File: src/rtl/app_ch_readout.sv
// Readout back-end for one APP analog channel: edge timestamping, acquisition window
// control, one ADC conversion per captured event and a valid/ready record stream.
module app_ch_readout #(
  parameter int TS_W        = 12,
  parameter int ADC_W       = 10,
  parameter int MAX_EV      = 8,
  parameter int TIMEOUT_CYC = 64,
  parameter int TOPULSE_CYC = 2,
  parameter int REARM_CYC   = 4
) (
  input  logic              clk,
  input  logic              rst_init_n,
  input  logic              enable,
  input  logic [MAX_EV-1:0] vp_front,
  input  logic [MAX_EV-1:0] vp_back,
  input  logic [3:0]        count_in,
  output logic              timeout,
  output logic              read_en,
  output logic              rst_init,
  output logic              adc_req,
  output logic [2:0]        adc_sel,
  input  logic              adc_ack,
  input  logic [ADC_W-1:0]  adc_data,
  output logic              ev_valid,
  input  logic              ev_ready,
  output logic [2:0]        ev_index,
  output logic [TS_W-1:0]   ev_ts_front,
  output logic [TS_W-1:0]   ev_ts_back,
  output logic [ADC_W-1:0]  ev_amp,
  output logic              ev_last,
  output logic              busy,
  output logic              err_mismatch
);

  localparam int IDLE_W = $clog2(TIMEOUT_CYC + 1);
  localparam int PH_W   = 8;

  typedef enum logic [2:0] {
    S_REARM, S_ARMED, S_ACQ, S_TOUT, S_READ, S_ADC_WAIT, S_EMIT
  } state_t;

  state_t state, state_n;

  logic [MAX_EV-1:0] fr_s1, fr_s2, fr_s3, fr_edge;
  logic [MAX_EV-1:0] bk_s1, bk_s2, bk_s3, bk_edge;
  logic [3:0]        cnt_s1, cnt_s2;
  logic [TS_W-1:0]   ts_cnt;
  logic [TS_W-1:0]   ts_front_q [MAX_EV];
  logic [TS_W-1:0]   ts_back_q  [MAX_EV];
  logic [MAX_EV-1:0] front_seen, back_seen;
  logic [PH_W-1:0]   phase_cnt;
  logic [IDLE_W-1:0] idle_cnt;
  logic [2:0]        idx;
  logic [3:0]        n_ev, n_ev_calc, pop_calc;
  logic [ADC_W-1:0]  amp_q;
  logic              err_q, busy_q;
  logic              any_edge, capture_en, last_c;

  assign any_edge   = (|fr_edge) || (|bk_edge);
  assign capture_en = (state == S_ACQ) || (state == S_ARMED && enable && (|fr_edge));
  assign last_c     = ({1'b0, idx} == n_ev - 4'd1);

  // Window size is set by the highest captured front, not by how many fronts arrived.
  always_comb begin
    n_ev_calc = '0;
    pop_calc  = '0;
    for (int i = 0; i < MAX_EV; i++) begin
      if (front_seen[i]) begin
        n_ev_calc = 4'(i + 1);
        pop_calc  = pop_calc + 4'd1;
      end
    end
  end

  always_comb begin
    state_n = state;
    case (state)
      S_REARM:    if (phase_cnt == PH_W'(REARM_CYC - 1)) state_n = S_ARMED;
      S_ARMED:    if (enable && (|fr_edge)) state_n = S_ACQ;
      S_ACQ: begin
        if (back_seen[MAX_EV-1]) state_n = S_READ;
        else if (!any_edge && idle_cnt == IDLE_W'(TIMEOUT_CYC - 1)) state_n = S_TOUT;
      end
      S_TOUT:     if (phase_cnt == PH_W'(TOPULSE_CYC - 1)) state_n = S_READ;
      S_READ:     state_n = (n_ev_calc == 4'd0) ? S_REARM : S_ADC_WAIT;
      S_ADC_WAIT: if (adc_ack) state_n = S_EMIT;
      S_EMIT:     if (ev_ready) state_n = last_c ? S_REARM : S_ADC_WAIT;
      default:    state_n = S_REARM;
    endcase
  end

  always_ff @(posedge clk) begin
    if (!rst_init_n) begin
      state      <= S_REARM;
      {fr_s1, fr_s2, fr_s3, fr_edge} <= '0;
      {bk_s1, bk_s2, bk_s3, bk_edge} <= '0;
      cnt_s1     <= '0;
      cnt_s2     <= '0;
      ts_cnt     <= '0;
      front_seen <= '0;
      back_seen  <= '0;
      phase_cnt  <= '0;
      idle_cnt   <= '0;
      idx        <= '0;
      n_ev       <= '0;
      amp_q      <= '0;
      err_q      <= 1'b0;
      busy_q     <= 1'b0;
      for (int i = 0; i < MAX_EV; i++) begin
        ts_front_q[i] <= '0;
        ts_back_q[i]  <= '0;
      end
    end else begin
      state   <= state_n;
      ts_cnt  <= ts_cnt + TS_W'(1);
      busy_q  <= (state_n != S_ARMED);
      // Edge flag is registered so a stamp lands 3 cycles after the input is sampled.
      fr_s1   <= vp_front;
      fr_s2   <= fr_s1;
      fr_s3   <= fr_s2;
      fr_edge <= fr_s2 & ~fr_s3;
      bk_s1   <= vp_back;
      bk_s2   <= bk_s1;
      bk_s3   <= bk_s2;
      bk_edge <= bk_s2 & ~bk_s3;
      cnt_s1  <= count_in;
      cnt_s2  <= cnt_s1;
      phase_cnt <= (state_n != state) ? '0 : phase_cnt + PH_W'(1);
      idle_cnt  <= (state == S_ACQ && !any_edge) ? idle_cnt + IDLE_W'(1) : '0;

      if (state == S_REARM) begin
        front_seen <= '0;
        back_seen  <= '0;
        idx        <= '0;
        n_ev       <= '0;
      end else if (capture_en) begin
        for (int i = 0; i < MAX_EV; i++) begin
          if (fr_edge[i] && !front_seen[i]) begin
            front_seen[i] <= 1'b1;
            ts_front_q[i] <= ts_cnt;
          end
          if (bk_edge[i] && !back_seen[i]) begin
            back_seen[i] <= 1'b1;
            ts_back_q[i] <= ts_cnt;
          end
        end
      end

      case (state)
        S_READ: begin
          n_ev <= n_ev_calc;
          idx  <= '0;
          if (cnt_s2 != pop_calc) err_q <= 1'b1;
        end
        S_ADC_WAIT: if (adc_ack) amp_q <= adc_data;
        S_EMIT:     if (ev_ready && !last_c) idx <= idx + 3'd1;
        default: ;
      endcase
    end
  end

  // Record stream: a record moves on a cycle with ev_valid && ev_ready; while ev_valid
  // is high without ev_ready every ev_* field holds, and fields read 0 when not valid.
  assign ev_valid     = (state == S_EMIT);
  assign ev_index     = ev_valid ? idx : 3'd0;
  assign ev_ts_front  = !ev_valid ? '0 : (front_seen[idx] ? ts_front_q[idx] : '1);
  assign ev_ts_back   = !ev_valid ? '0 : (back_seen[idx] ? ts_back_q[idx] : '1);
  assign ev_amp       = ev_valid ? amp_q : '0;
  assign ev_last      = ev_valid && last_c;
  assign timeout      = (state == S_TOUT);
  assign read_en      = (state == S_READ) || (state == S_ADC_WAIT) || (state == S_EMIT);
  assign rst_init     = (state == S_REARM);
  assign adc_req      = (state == S_ADC_WAIT);
  assign adc_sel      = adc_req ? idx : 3'd0;
  assign busy         = busy_q;
  assign err_mismatch = err_q;

endmodule

File: config.mk
export PLATFORM = sky130hd
export DESIGN_NAME = app_ch_readout
export DESIGN_NICKNAME = d
export VERILOG_FILES = /design/src/rtl/app_ch_readout.sv
export SDC_FILE = /design/constraint.sdc
export NUM_CORES = 1
export LEC_CHECK = 0
export ABC_AREA = 1
export ABC_CLOCK_PERIOD_IN_PS = 5000
export BUFFER_PORTS_ARGS = -buffer_cell sky130_fd_sc_hd__buf_2
export CAP_MARGIN = 20
export CORE_MARGIN = 2
export CORE_UTILIZATION = 55
export DETAILED_ROUTE_END_ITERATION = 12
export PLACE_DENSITY = 0.73
export RECOVER_POWER = 50
export SLEW_MARGIN = 20
export SYNTH_ARGS = -nofsm -noshare
export SYNTH_HDL_FRONTEND = slang
export SYNTH_SLANG_ARGS = --single-unit
File: constraint.sdc
create_clock -name clk -period 5 [get_ports clk]
set_clock_uncertainty 0.1 [all_clocks]
set_input_delay 0.5 -clock clk [delete_from_list [all_inputs] [get_ports clk]]
set_output_delay 0.5 -clock clk [all_outputs]
set_load 0.005 [all_outputs]
; ---- Word level (Yosys, flattened, before mapping)
; Memories as Yosys holds them, arrays and structs flattened. A register that Yosys moved wholly into a read port is not among the register bits.
; Index checks and enable logic that the tools add are counted.
[op_classes]
n_addsub = 12
order_cmp = 1
n_eq_ne = 13
mux = 140
bitwise = 21
reduce_logical = 71
[ops]
columns = op, count
row1 = 2-to-1 mux 12 bit, 20
row2 = 2-to-1 mux 1 bit, 84
row3 = 2-to-1 mux 4 bit, 16
row4 = 2-to-1 mux 3 bit, 15
row5 = AND reduction 2 bit, 19
row6 = "adder 4 x 1 -> 4 bit, second input constant", 7
row7 = logical AND 1 bit, 23
row8 = case mux 3 bit (7 select lines), 1
row9 = logical NOT 1 bit, 18
row10 = bitwise AND 8 bit, 2
row11 = NOT 8 bit, 2
row12 = OR 1 bit, 16
row13 = OR reduction 8 bit, 2
row14 = "adder 12 x 1 -> 12 bit, second input constant", 1
row15 = 2-to-1 mux 10 bit, 1
row16 = "== test 3 bit, second input constant", 3
row17 = "adder 8 x 1 -> 8 bit, second input constant", 1
row18 = "== test 8 x 1 -> 1 bit, second input constant", 1
row19 = "== test 8 x 2 -> 1 bit, second input constant", 1
row20 = "adder 7 x 1 -> 7 bit, second input constant", 1
row21 = "== test 7 x 6 -> 1 bit, second input constant", 1
row22 = binary-select mux 1 bit (select 3 bit), 2
row23 = "== test 3 x 2 -> 1 bit, second input constant", 2
row24 = case mux 3 bit (2 select lines), 1
row25 = 14 further kinds, 18
[word_totals]
ff_bits = 137
ram_bits = 192
input_bits = 35
elab_cells = 295
mem_count = 2
[mem_list]
columns = memory, words, width, rd, rd_ports_with_merged_regs, write_ports, line
row1 = ts_back_q, 8, 12, 1, 1, 8, 49  ; logic [TS_W-1:0] ts_back_q [MAX_EV];
row2 = ts_front_q, 8, 12, 1, 1, 8, 48  ; logic [TS_W-1:0] ts_front_q [MAX_EV];

; ---- Depth between registers and ports, before layout
[logic_depth]
ltp_word = 17
depth_mapped = 30

; ---- Worst setup path after synthesis
; No wires, ideal clock.
[synth_path]
path_kind = register to register
start = register front_seen[0]
end = register err_q (netlist: err_mismatch)
setup_ps = 132
t_arrival_ps = 4208
t_required_ps = 4768
slack_ps = 560
path_stages_with_launch = 29
n_path_buf = 0
period_less_slack_ps = 4440
cell_sequence = dfxtp_1 -> inv_1 -> ha_1 -> inv_1 -> nand2_1 -> nand2_1 -> inv_1 -> ha_1 -> nand2_1 -> nand2_1 -> ha_1 -> or2_2 -> nand2_1 -> inv_1 -> ha_1 -> nand2_1 -> nand2_1 -> ha_1 -> or2_2 -> nand2_1 -> inv_1 -> ha_1 -> or2_2 -> nand3_1 -> nand2_1 -> nor2_1 -> nand2_1 -> o21bai_1 -> a21oi_1
[synth_between]
elab_chain_cells = 17
[synth_lines]
columns = item, line
row1 = from (decl), 50  ; logic [MAX_EV-1:0] front_seen, back_seen;
row2 = from (signal assigned), 100  ; front_seen <= '0;
row3 = from (signal assigned), 132  ; front_seen <= '0;
row4 = "from (signal, indexed assignment)", 139  ; front_seen[i] <= 1'b1;
row5 = 2-to-1 mux 1 bit (*), 68  ; if (front_seen[i]) begin
row6 = adder 4 x 1 -> 4 bit, 70  ; pop_calc = pop_calc + 4'd1;
row7 = 2-to-1 mux 4 bit (*), 68
row8 = adder 4 x 1 -> 4 bit, 70
row9 = 2-to-1 mux 4 bit (*), 68
row10 = adder 4 x 1 -> 4 bit, 70
row11 = 2-to-1 mux 4 bit (*), 68
row12 = adder 4 x 1 -> 4 bit, 70
row13 = 2-to-1 mux 4 bit (*), 68
row14 = adder 4 x 1 -> 4 bit, 70
row15 = 2-to-1 mux 4 bit (*), 68
row16 = adder 4 x 1 -> 4 bit, 70
row17 = 2-to-1 mux 4 bit (*), 68
row18 = adder 4 x 1 -> 4 bit, 70
row19 = 2-to-1 mux 4 bit (*), 68
row20 = inequality test 4 bit (*), 153  ; if (cnt_s2 != pop_calc) err_q <= 1'b1;
row21 = AND reduction 2 bit (no line) (*), --
row22 = to (signal assigned), 107  ; err_q <= 1'b0;
row23 = to (signal assigned), 153
row24 = to (decl), 56  ; logic err_q, busy_q;
; Mark *: on every way between the ends. The rest lies on a longest branch, timed or not.
; A chain may end at the register's enable or synchronous reset.

; ---- Worst setup path in the final report
[layout_path]
start = register front_seen[1]
end = register err_q (netlist: err_mismatch)
[layout_between]
elab_chain_cells = 15
[layout_lines]
columns = item, line
row1 = 2-to-1 mux 4 bit (*), 68
row2 = adder 4 x 1 -> 4 bit, 70
row3 = 2-to-1 mux 4 bit (*), 68
row4 = adder 4 x 1 -> 4 bit, 70
row5 = 2-to-1 mux 4 bit (*), 68
row6 = adder 4 x 1 -> 4 bit, 70
row7 = 2-to-1 mux 4 bit (*), 68
row8 = adder 4 x 1 -> 4 bit, 70
row9 = 2-to-1 mux 4 bit (*), 68
row10 = adder 4 x 1 -> 4 bit, 70
row11 = 2-to-1 mux 4 bit (*), 68
row12 = adder 4 x 1 -> 4 bit, 70
row13 = 2-to-1 mux 4 bit (*), 68
row14 = inequality test 4 bit (*), 153
row15 = AND reduction 2 bit (no line) (*), --
; Marked as above.

==> impl_metrics.env <==
export IMPL_grt_pass1_vias=9948
export IMPL_cts_tree="done"
export IMPL_core_area_mm2=0.0250
export IMPL_drive_gt1_share_pct=10.9
export IMPL_netlist_area_leader_share_pct=41.3
export IMPL_fillers=2117
export IMPL_overflow=0
export IMPL_synthMuxAreaShare_pct=0
export IMPL_totalWireLength_um=32400
export IMPL_violations="max-capacitance violations, max-slew violations"
export IMPL_gp_congestion=0.862
export IMPL_syn_avg_cell_area_um2=9.04
export IMPL_synthXorXnorAreaFrac_pct=0.878
export IMPL_worst_slew_pin_slew_ns=1.98
export IMPL_synth_net_count=1593
export IMPL_die_width_um=163
export IMPL_max_slew_margin_pct=-31.8
export IMPL_synth_top_family_by_area="simple AND/OR/NAND/NOR gates"
export IMPL_htreeDepth=2
export IMPL_multi_input_area_mm2=0.00439
export IMPL_hold_path_class="in2reg"
export IMPL_rows=58
export IMPL_clk_pin_slew_ns=0.06
export IMPL_power_leakage_nw=6.60
export IMPL_die_height_um=163
export IMPL_fmax_ghz=0.213
export IMPL_antenna_cells=0
export IMPL_setup_tns_ns=0
export IMPL_synth_flop_cell="edfxtp_1"
export IMPL_finalCritPeriodShare_pct=93.7
export IMPL_clk_path_buf_depth=3
export IMPL_synth_adder_area_share_pct=1.25
export IMPL_yosysSeqAreaShare_pct=60.9
export IMPL_boundaryPins=83
export IMPL_setup_viol=0
export IMPL_dp_hpwl_um=20000
export IMPL_rsz0062_at_grt="false"
export IMPL_ys_ff_latch=329
export IMPL_clock_sinks=329
export IMPL_cts_buffers=34
export IMPL_via_per_inst=5.42
export IMPL_cp_required_ns=5.29
export IMPL_stdcell_count=1942
export IMPL_drcViolationCount=0
export IMPL_period_needed_ns=4.69
export IMPL_wl_per_cell_um=16.7
export IMPL_crit_type="reg2reg"
export IMPL_slew_viol_final=106
export IMPL_synth_edff_count=192
export IMPL_dr_total_vias=10500
export IMPL_post_cts_buffers=0
export IMPL_synth_top_area_cell="edfxtp_1"
export IMPL_dp_cells=1881
export IMPL_critical_path_arrival_ns=4.98
export IMPL_cp_max_fo=4
export IMPL_seq_area_mm2=0.00851
export IMPL_yosysMostFrequentCell="nor2_1"
export IMPL_nets=1636
export IMPL_asyncSetResetFlopFracSynth_pct=0
export IMPL_grt_usage_pct=24.4
export IMPL_hold_violations=0
export IMPL_status="complete, but fails checks"
export IMPL_syn_area_mm2=0.0140
export IMPL_clk_latency_ns=0.52
export IMPL_dieArea_mm2=0.0267
export IMPL_r2r_setup_slack_ns=0.31
export IMPL_drtIter0Drc=1059
export IMPL_peakVddDrop_v=0.000310
export IMPL_dr_pass1_iters=5
export IMPL_synth_warnings=0
export IMPL_grt_pass1_wl_um=50700
export IMPL_antenna_found_initial=0
export IMPL_cellPowerDensity_mw_per_mm2=360
export IMPL_start_util_pct=55.8
export IMPL_drv_cap=1
export IMPL_synth_compound_area_share_pct=10.6
export IMPL_netlist_instances=1544
export IMPL_yosysUniqueCellTypes=42
export IMPL_area_delta_synth_final_pct=12.2
export IMPL_clockRootBuffer="clkbuf_16"
export IMPL_grt_max_degree=106
export IMPL_timing_critical_path_to_type="flip-flop"
export IMPL_startpoint_type="flip-flop"
export IMPL_synth_common_cells="nor2_1 (323), nand2_1 (229), edfxtp_1 (192)"
export IMPL_io_buffers=82
export IMPL_ant_nets=0
export IMPL_synth_simple_area_share_pct=18.7
export IMPL_synth_area_leaders="edfxtp_1 (41%), dfxtp_1 (20%), nor2_1 (8.7%)"
stage by stage:
| stage | instance area, µm² | setup slack [ns] | hold slack (ns) | total power [mW] | util [%] |
|---|---|---|---|---|---|
| after global routing | 15700 | 0.0100 | 0.0478 | 5.82 | 62.6 |
| after detailed placement | 14500 | 0.272 | 0.276 | 3.19 | 58.1 |
| after floorplan | 14000 | 0.560 | 0.268 | 3.12 | - |
| final | 15700 | 0.314 | 0.0600 | 5.64 | 62.6 |
| after global placement | 14500 | 0.390 | 0.272 | 3.18 | 58.1 |
| after CTS | 15700 | 0.237 | 0.0434 | 5.68 | 62.6 |
path summary, 6_finish.rpt:
check	startpoint	endpoint	cells past startpoint
hold / removal	vp_front[6]	fr_s1[6]	3
hold reg to reg	fr_s3[6]	fr_edge[6]	1
setup / recovery	front_seen[1]	err_mismatch	27
setup reg to reg	front_seen[1]	err_mismatch	27
timing repair:
action,4_1_cts,5_1_grt
hold buffers,0,0
endpoints found under the setup margin,0,1
resized for setup,0,3
layout by cell type (no fill, tap or decap), types with 5 or more instances in the layout:
| cell | count |
|---|---|
| clkinv_1 | 5 |
| o21ai_1 | 5 |
| edfxtp_1 | 192 |
| o21ai_0 | 120 |
| nor3_1 | 22 |
| or2_2 | 6 |
| a31oi_1 | 29 |
| clkbuf_1 | 9 |
| nor2_1 | 323 |
| xnor2_1 | 5 |
| nand3_1 | 42 |
| a21oi_1 | 51 |
| clkbuf_16 | 37 |
| inv_1 | 174 |
| inv_2 | 9 |
| nand4_1 | 8 |
| dfxtp_1 | 134 |
| ha_1 | 13 |
| buf_4 | 16 |
| buf_2 | 77 |
| o22ai_1 | 48 |
| xor2_1 | 9 |
| nand2_1 | 229 |
report_power, final:
part,switching (mW),leakage (nW),internal [mW]
Sequential,0.0260,3.11,2.94
Combinational,0.113,2.93,0.0474
Clock,1.03,0.558,1.48
Total,1.17,6.60,4.48
registers in the layout, summed over array words and instances (netlist names), 3 cells and up:
signal      flops
amp_q          10
back_seen       8
bk_edge         8
bk_s1           8
bk_s2           8
bk_s3           8
cnt_s1          4
cnt_s2          4
fr_edge         8
fr_s1           8
fr_s2           8
fr_s3           8
front_seen      8
idle_cnt        7
idx             3
n_ev            4
phase_cnt       8
state           3
ts_back_q      96
ts_cnt         12
ts_front_q     96
area by class of cell:
class	count	share of cell area, %
flip-flops and latches	329	54.3
multi-input cells	939	28.0
clock buffers	49	6.49
inverters	185	4.43
repair buffers	98	3.36
well taps	330	2.64
clock inverters	12	0.727
logic make-up after synthesis:
logic type,Yosys count
adders and majority gates,14
AOI/OAI and AO/OA,267
buffers and inverters,276
xor gates and xnor gates,14
DFF,329
and+or+nand+nor,644
per-layer routing:
metal  vias to the layer above  GRT usage (%)  wire [µm]
li1                       5164              -          -
met1                      4889           31.6      13200
met2                       409           41.9      15900
met3                        71           3.45       2290
met4                         0           8.97        970
met5                         -              0          0
worst max-delay path, stage by stage (launching register included):
cell and delay [ns]:
dfxtp_2 0.35, inv_1 0.12, ha_4 0.31, nand2_1 0.10, nand2_1 0.12, inv_1 0.04, ha_1 0.28, nand2_1 0.09
nand2_1 0.09, ha_1 0.28, or2_2 0.31, nand2_1 0.09, inv_1 0.04, ha_1 0.27, nand2_1 0.09, nand2_1 0.08
ha_1 0.28, or2_2 0.31, nand2_1 0.09, inv_1 0.05, ha_1 0.28, or2_2 0.29, nand3_1 0.08, nand2_1 0.06
nor2_1 0.09, nand2_1 0.05, o21bai_1 0.13, a21oi_1 0.07
(Power assumes the default switching activity.)
